### src/rtl/chunk_receiver.sv
// Receive side of the 4-phase req/ack chunk link: synchronises req, captures LSB-first
// chunks, acknowledges each one, and publishes the reassembled datagram with a valid strobe.
module chunk_receiver #(
    parameter int N           = 16,
    parameter int CHUNK_W     = 6,
    parameter int SYNC_STAGES = 2,
    parameter int TIMEOUT     = 1024
) (
    input  logic               clk,
    input  logic               rst,
    input  logic               wire_req,
    input  logic [CHUNK_W-1:0] wire_data_deliver,
    output logic               reg_ack,
    output logic [N-1:0]       wire_data_out,
    output logic               reg_valid,
    output logic               reg_frame_err
);

    localparam int NCHUNK = (N + CHUNK_W - 1) / CHUNK_W;
    localparam int CNT_W  = $clog2(NCHUNK + 1);
    localparam int TMR_W  = $clog2(TIMEOUT + 1);

    typedef enum logic {IDLE, ACK} state_t;

    state_t                 state_q, state_n;
    logic [SYNC_STAGES-1:0] sync_q;
    logic                   req_s;
    logic [CNT_W-1:0]       cnt_q, cnt_n, slot;
    logic [TMR_W-1:0]       tmr_q, tmr_n;
    logic [N-1:0]           asm_q, asm_n;
    logic [N-1:0]           data_n;
    logic                   ack_n, valid_n, err_n;
    logic                   timeout;

    // Only the synchronised req drives logic; data is sampled raw because the
    // sender holds it stable across the whole capture window.
    always_ff @(posedge clk or negedge rst) begin
        if (!rst) sync_q <= '0;
        else      sync_q <= {sync_q[SYNC_STAGES-2:0], wire_req};
    end
    assign req_s = sync_q[SYNC_STAGES-1];

    assign timeout = (state_q == IDLE) && (cnt_q != '0) && (tmr_q == TMR_W'(TIMEOUT - 1));

    always_comb begin
        state_n = state_q;
        cnt_n   = cnt_q;
        tmr_n   = tmr_q;
        asm_n   = asm_q;
        data_n  = wire_data_out;
        ack_n   = 1'b0;
        valid_n = 1'b0;
        err_n   = 1'b0;
        slot    = timeout ? '0 : cnt_q;
        case (state_q)
            IDLE: begin
                if (req_s || cnt_q == '0 || timeout) tmr_n = '0;
                else                                 tmr_n = tmr_q + TMR_W'(1);
                if (timeout) begin
                    cnt_n = '0;
                    err_n = 1'b1;
                end
                // A capture on the expiry edge resyncs: that chunk lands in slot 0.
                if (req_s) begin
                    for (int i = 0; i < NCHUNK; i++) begin
                        if (slot == CNT_W'(i)) begin
                            for (int b = 0; b < CHUNK_W; b++) begin
                                if (i * CHUNK_W + b < N) asm_n[i * CHUNK_W + b] = wire_data_deliver[b];
                            end
                        end
                    end
                    state_n = ACK;
                    ack_n   = 1'b1;
                end
            end
            ACK: begin
                ack_n = 1'b1;
                tmr_n = '0;
                if (!req_s) begin
                    ack_n   = 1'b0;
                    state_n = IDLE;
                    if (cnt_q == CNT_W'(NCHUNK - 1)) begin
                        data_n  = asm_q;
                        valid_n = 1'b1;
                        cnt_n   = '0;
                    end else begin
                        cnt_n = cnt_q + CNT_W'(1);
                    end
                end
            end
            default: state_n = IDLE;
        endcase
    end

    always_ff @(posedge clk or negedge rst) begin
        if (!rst) begin
            state_q       <= IDLE;
            cnt_q         <= '0;
            tmr_q         <= '0;
            asm_q         <= '0;
            reg_ack       <= 1'b0;
            wire_data_out <= '0;
            reg_valid     <= 1'b0;
            reg_frame_err <= 1'b0;
        end else begin
            state_q       <= state_n;
            cnt_q         <= cnt_n;
            tmr_q         <= tmr_n;
            asm_q         <= asm_n;
            reg_ack       <= ack_n;
            wire_data_out <= data_n;
            reg_valid     <= valid_n;
            reg_frame_err <= err_n;
        end
    end

endmodule

### config.mk
export PLATFORM = sky130hd
export DESIGN_NAME = chunk_receiver
export DESIGN_NICKNAME = d
export VERILOG_FILES = /design/src/rtl/chunk_receiver.sv
export SDC_FILE = /design/constraint.sdc
export NUM_CORES = 1
export LEC_CHECK = 0
export CAP_MARGIN = 25
export CORE_ASPECT_RATIO = 0.75
export CORE_UTILIZATION = 45
export CTS_CLUSTER_SIZE = 8
export DETAILED_ROUTE_END_ITERATION = 7
export GPL_ROUTABILITY_DRIVEN = 1
export HOLD_SLACK_MARGIN = 0.06
export PLACE_DENSITY = 0.68
export REMOVE_ABC_BUFFERS = 1
export SLEW_MARGIN = 20
export SYNTH_ARGS = -nofsm -noshare
export SYNTH_HDL_FRONTEND = slang
export SYNTH_SLANG_ARGS = --single-unit
### constraint.sdc
create_clock -name clk -period 3 [get_ports clk]
set_clock_uncertainty 0.05 [all_clocks]
set_input_delay 0.6 -clock clk [delete_from_list [all_inputs] [get_ports clk]]
set_output_delay 0.6 -clock clk [all_outputs]
set_load 0.02 [all_outputs]
==> results of run 1 <==
[power groups by stage]
stage / clock, uW / sequential [uW] / combinational (uW)
2_1_floorplan: 0 / 1150 / 238
3_3_place_gp: 0 / 1040 / 639
3_5_place_dp: 0 / 1050 / 651
4_1_cts: 461 / 1040 / 657
5_1_grt: 492 / 1070 / 692
6_report: 441 / 1030 / 647
[layer usage]
| metal | vias up | part of all wire | track usage | wire length (um) |
|---|---|---|---|---|
| li1 | 554 | - | - | - |
| met1 | 591 | 0.49 | 0.232 | 1690 |
| met2 | 26 | 0.44 | 0.243 | 1530 |
| met3 | 9 | 0.051 | 0.0752 | 177 |
| met4 | 0 | 0.021 | 0.0842 | 74 |
| met5 | - | 0 | 0 | 0 |
[registers in the layout, indices dropped and copies added, names as in the netlist]
name / count
asm_q: 16
cnt_q: 2
reg_frame_err: 1
reg_valid: 1
state_q: 1
sync_q: 2
tmr_q: 11
wire_data_out: 16
[metrics by stage]
step	util	total power (uW)	instance area, sq um	std cells	hold WS (ns)
detailed placement	0.560	1700	2360	220	0.302
global placement	0.560	1680	2360	220	0.299
CTS	0.587	2150	2470	228	0.321
floorplan	-	1390	2020	138	0.254
global route	0.587	2250	2470	228	0.289
finish	0.587	2120	2470	228	0.260
[kinds of logic after synthesis]
family,after synthesis,share of synthesized area
AO/OA/AOI/OAI,8,0.0441
AND/OR/NAND/NOR,35,0.0980
XOR/XNOR,8,0.0343
adder cells (fa/ha/maj),1,0.00612
multiplexers,32,0.187
flip-flops,50,0.612
buffers and inverters,8,0.0178
[worst register-to-register path: cells and delay by family (launching register included)]
family / cells / cell delay [ns]
and+or+nand+nor: 2 / 0.89
DFF: 1 / 0.59
muxes: 1 / 0.41
[cell usage in the layout (no fill, tap or decap), drive strengths merged]
cell,instances
a31oi,1
o21ai,1
nand4,3
a21oi,1
xor2,7
nor2b,1
inv,4
and3,3
xnor2,1
clkdlybuf4s50,26
dfrtp,50
mux2,32
buf,1
o31ai,1
and4,2
nand4b,1
o211ai,1
o2111ai,2
nand2,6
o31a,1
ha,1
nand3,4
clkbuf,8
nor3,4
nor2,11
[final cells by class]
class	instances	share of cell area
timing repair buffer	27	0.108
multi-input combinational	84	0.306
tap	55	0.0279
clock buffer	8	0.0446
inverter	4	0.00608
sequential	50	0.507
[worst paths after layout]
path,start,endpoint,cells past startpoint
hold reg to reg,sync_q[0],sync_q[1],0
max in group asynchronous,rst,tmr_q[5],1
hold / removal,rst,cnt_q[0],1
setup / recovery,state_q,reg_ack,1
min in group clk,sync_q[0],sync_q[1],0
setup reg to reg,state_q,wire_data_out[15],3
==> flow_summary_export.csv, run 1 <==
group,metric,value,unit
status,status,"finished clean",
timing,fin_crit,2.23,ns
timing,rsz0062_at_grt,"false",
cells_and_area,nets,182,
clock_network,cts_tree,"yes",
timing,max_freq,0.449,GHz
worst_setup_path,crit_path_max_incr_delay,0.68,ns
clock_network,clk_pin_slew,0.08,ns
timing,hold_violations,0,
timing,min_period_over_period,0.742,
logic_synthesis,yosysMostFrequentCell,"dfrtp_1",
global_routing,grt_pass1_vias,1220,
hold_path,hp-class,"in -> async",
worst_setup_path,cpLargestDelayFamily,"buffers and inverters",
power,swShare,0.299,
logic_synthesis,yosysTopAreaCellShare,0.612,
clock_network,cts_buffers,5,
global_routing,grt_usage,0.173,
cells_and_area,drive_gt1_frac,0.121,
worst_setup_path,end_kind,"primary output",
power,power_frac_comb,0.305,
detailed_routing,routed_wl,3470,um
detailed_routing,vias_per_cell,5.18,
cells_and_area,area_delta_synth_final,20.8,%
worst_setup_path,cp_num_buf_inv,1,
timing,setup_violations,0,
logic_synthesis,synthCells,142,
clock_network,cts.sinks,50,
placement,gp_congestion,0.771,
cells_and_area,nFillCells,333,
worst_setup_path,crit_arrival,1.58,ns
logic_synthesis,async_flop_share,1.00,
power,seqPwrFrac,0.487,
flow_run,cap_violations,0,
timing,tns,0,ns
power,p_clk_frac,0.208,
logic_synthesis,ys.flop_type,"dfrtp_1",
logic_synthesis,synth_area,0.00204,sq mm
global_routing,grt_remaining_overflow,0,
logic_synthesis,syn_area_per_cell,14.4,sq um
logic_synthesis,synth-seq-area-share,0.612,
worst_setup_path,startpoint_type,"flip-flop",
power,powerDensity,860,mW/mm^2
floorplanning,row_count,20,
global_routing,grt_start_max_net_pins,51,
clock_network,cts-root-buf,"clkbuf_8",
floorplanning,die_w,79.8,um
logic_synthesis,yosysWarnings,0,
power,p_int,1490,uW
worst_setup_path,crit_type,"reg -> out",
detailed_routing,drt-initial-drc-count,69,
worst_setup_path,path_cells,"clkdlybuf4s50_1",
worst_setup_path,slowest_stage,"clkdlybuf4s50_1",
power,switchingPower,634,uW
timing,finalWorstSetupSlack,0.773,ns
timing,worstMarginPinSlew,0.848,ns
floorplanning,fp.dieH,60.4,um
logic_synthesis,yosysUniqueCellTypes,29,
floorplanning,start_util,0.486,
detailed_routing,drtPass1Iterations,4,
timing,max_slew_margin,0.433,
detailed_routing,wire_per_inst,15.2,um
clock_network,ctsHoldBuffers,0,
clock_network,cts_resized,0,
floorplanning,dieArea,0.00482,sq mm
power,p_leak,0.00112,uW
clock_network,post_cts_buffers,0,
global_routing,grt_pass1_wl,5930,um
worst_setup_path,crit_fanout,10,
placement,preCtsSetupSlack,0.946,ns
logic_synthesis,yosys-top-cells-count,"dfrtp_1 (50), mux2_1 (26), nor2_1 (11), xor2_1 (7)",
clock_network,insertion_delay,0.30,ns
worst_setup_path,cp.required,2.35,ns
logic_synthesis,synth.area.top_cells,"dfrtp_1 (61%), mux2_1 (14%), mux2_4 (4.4%)",
placement,portBuffers,27,
clock_network,clockBufferDepth,2,
placement,hpwl,2380,um
global_routing,antenna_found_initial,0,
cells_and_area,final-seq-area,0.00125,sq mm
logic_synthesis,synth_top_area_cell,"dfrtp_1",
clock_network,cts_max_level,2,
floorplanning,coreArea,0.00420,sq mm
worst_setup_path,ff2ff_setup_slack,0.94,ns
power,vdd_ir_drop_max,0.609,mV
cells_and_area,multiInputGateArea,756,sq um
detailed_routing,final_antenna_net_count,0,
cells_and_area,antenna_cells,0,
floorplanning,io_pins,28,
logic_synthesis,ys_seq_elements,50,
logic_synthesis,synth_edf_count,0,
timing,slew_viol_final,0,
detailed_routing,drc,0,
detailed_routing,num_vias,1180,
Power figures use the tool's default switching activity.
==> inputs of run 2 (changes only) <==
==> constraint.sdc (replaced) <==
create_clock -name clk -period 2.1 [get_ports clk]
set_clock_uncertainty 0.05 [all_clocks]
set_input_delay 0.42 -clock clk [delete_from_list [all_inputs] [get_ports clk]]
set_output_delay 0.42 -clock clk [all_outputs]
set_load 0.02 [all_outputs]
==> run 2 against run 1 <==
Effect of this change:
- cell area grew 0.91%
- routed wire length grew 1.2%
- flip-flop and latch count is the same
- global-route usage shrank 0.36 points
- largest power group unchanged
- setup slack lost 0.58 ns
- count of clock-buffer cells in the layout shrank 1
- worst hold slack lost 0.11 ns
- non-clock buffer count grew 2
- register-to-register slack lost 0.73 ns
- sequential share of layout area shrank 0.41 points
==> flow_summary_export.csv, run 2 (synthesized netlist as in run 1, its figures left out) <==
group,metric,value,unit
worst_setup_path,timing.rr.end,"asm_q[12]",
cells_and_area,drive_gt1_frac,0.126,
placement,placed_area,0.00238,sq mm
detailed_routing,num_vias,1204,
placement,hpwl,2550,um
cells_and_area,antenna_cells,0,
worst_setup_path,crit_fanout,10,
clock_network,clockBufferDepth,2,
placement,gp_congestion,0.826,
detailed_routing,drc,0,
worst_setup_path,crit_type,"reg -> out",
cells_and_area,final_cell_mix,"dfrtp_1 (49), mux2_1 (26), clkdlybuf4s50_1 (26)",
floorplanning,dieArea,0.00482,sq mm
worst_setup_path,ff2ff_setup_slack,0.21,ns
worst_setup_path,r2r_start,"tmr_q[0]",
clock_network,cts_tree,"yes",
timing,tns,0,ns
detailed_routing,drtPass1Iterations,4,
worst_setup_path,crit_end,"reg_ack",
clock_network,insertion_delay,0.30,ns
detailed_routing,routed_wl,3520,um
global_routing,antenna_found_initial,0,
timing,rsz0062_at_grt,"false",
worst_setup_path,worst-path-stages,1,
worst_setup_path,crit_path_max_incr_delay,0.64,ns
worst_setup_path,crit_path_start,"state_q",
power,vdd_ir_drop_max,0.692,mV
floorplanning,coreArea,0.00420,sq mm
timing,min_period_over_period,0.908,
hold_path,hp-class,"in -> async",
timing,slew_viol_final,0,
timing,max_slew_margin,0.600,
detailed_routing,final_antenna_net_count,0,
status,status,"finished clean",
cells_and_area,final_common_cell,"dfrtp_1",
placement,portBuffers,27,
timing,finalWorstSetupSlack,0.192,ns
global_routing,grt_pass1_vias,1239,
cells_and_area,area_delta_synth_final,21.9,%
worst_setup_path,cpLargestDelayFamily,"buffers and inverters",
worst_setup_path,r2r_cells,4,
flow_run,cap_violations,0,
global_routing,grt_pass1_wl,5930,um
power,powerDensity,1230,mW/mm^2
cells_and_area,final_util,0.593,
clock_network,post_cts_buffers,0,
worst_setup_path,cp.required,1.63,ns
timing,worstMarginPinSlew,0.601,ns
worst_setup_path,crit_arrival,1.44,ns
global_routing,grt_remaining_overflow,0,
timing,fin_crit,1.91,ns
worst_setup_path,end_kind,"primary output",
global_routing,grt_usage,0.170,
cells_and_area,finalInstanceArea,0.00249,sq mm
placement,preCtsSetupSlack,0.211,ns
clock_network,cts_buffers,5,
detailed_routing,wire_per_inst,15.3,um
floorplanning,row_count,20,
cells_and_area,top_regs,"asm_q x16, wire_data_out x16, tmr_q x11",
clock_network,clk_pin_slew,0.09,ns
floorplanning,die_w,79.8,um
placement,place_inst,222,
timing,setup_violations,0,
floorplanning,fp.dieH,60.4,um
worst_setup_path,startpoint_type,"flip-flop",
timing,max_freq,0.524,GHz
clock_network,cts_max_level,2,
detailed_routing,vias_per_cell,5.23,
worst_setup_path,cp_num_buf_inv,1,
global_routing,grt_start_max_net_pins,51,
clock_network,cts-root-buf,"clkbuf_8",
detailed_routing,drt-initial-drc-count,51,
cells_and_area,nets,184,
clock_network,cts.sinks,50,
worst_setup_path,path_cells,"clkdlybuf4s50_1",
power,p_leak,0.00113,uW
floorplanning,start_util,0.486,
timing,hold_violations,0,
cells_and_area,fin_cells,230,
worst_setup_path,slowest_stage,"clkdlybuf4s50_1",
floorplanning,io_pins,28,
==> run 2: final cells by class <==
cell class,instances,area [sq um]
Fill cell,344,1710
Timing Repair Buffer,29,293
Clock buffer,7,76.3
Multi-Input combinational cell,84,756
Tap cell,55,68.8
Clock inverter,1,30.0
Inverter,4,15.0
Sequential cell,50,1250
==> run 2: through the flow <==
step	hold slack, ns	power, uW
after floorplan	0.0744	1980
after global placement	0.299	2410
after detailed placement	0.290	2450
after CTS	0.181	3110
after global routing	0.213	3240
final	0.148	3080
==> run 2: layer usage <==
metal	part of all wire	track usage	vias up
li1	-	-	561
met1	0.48	0.229	603
met2	0.46	0.264	32
met3	0.041	0.0481	8
met4	0.018	0.0689	0
met5	0	0	-
==> run 2: report_power, final <==
part	switching, uW	internal, uW	total, uW
logic	421	514	935
clock network	299	357	655
registers	198	1290	1490
total	918	2160	3080
==> run 2: timing repair <==
action	in CTS	in global routing
hold buffers	0	0
resized for setup	0	1
setup endpoints to repair	0	1
==> run 2: how the worst min path moves through the flow <==
stage,depth (start not counted),endpoint,startpoint
after floorplan,0,asm_q[0],rst
after global placement,0,sync_q[1],sync_q[0]
after detailed placement,0,sync_q[1],sync_q[0]
after CTS,2,wire_data_out[11],rst
after global routing,2,wire_data_out[11],rst
final,2,wire_data_out[11],rst
==> inputs of run 3 (changes only) <==
--- a/config.mk
+++ b/config.mk
@@ -5,6 +5,7 @@
 export SDC_FILE = /design/constraint.sdc
 export NUM_CORES = 1
 export LEC_CHECK = 0
+export ABC_CLOCK_PERIOD_IN_PS = 2100
 export CAP_MARGIN = 25
 export CORE_ASPECT_RATIO = 0.75
 export CORE_UTILIZATION = 45
==> results of run 3 <==
No change in the layout: final DEF, timing and power equal those of run 2.
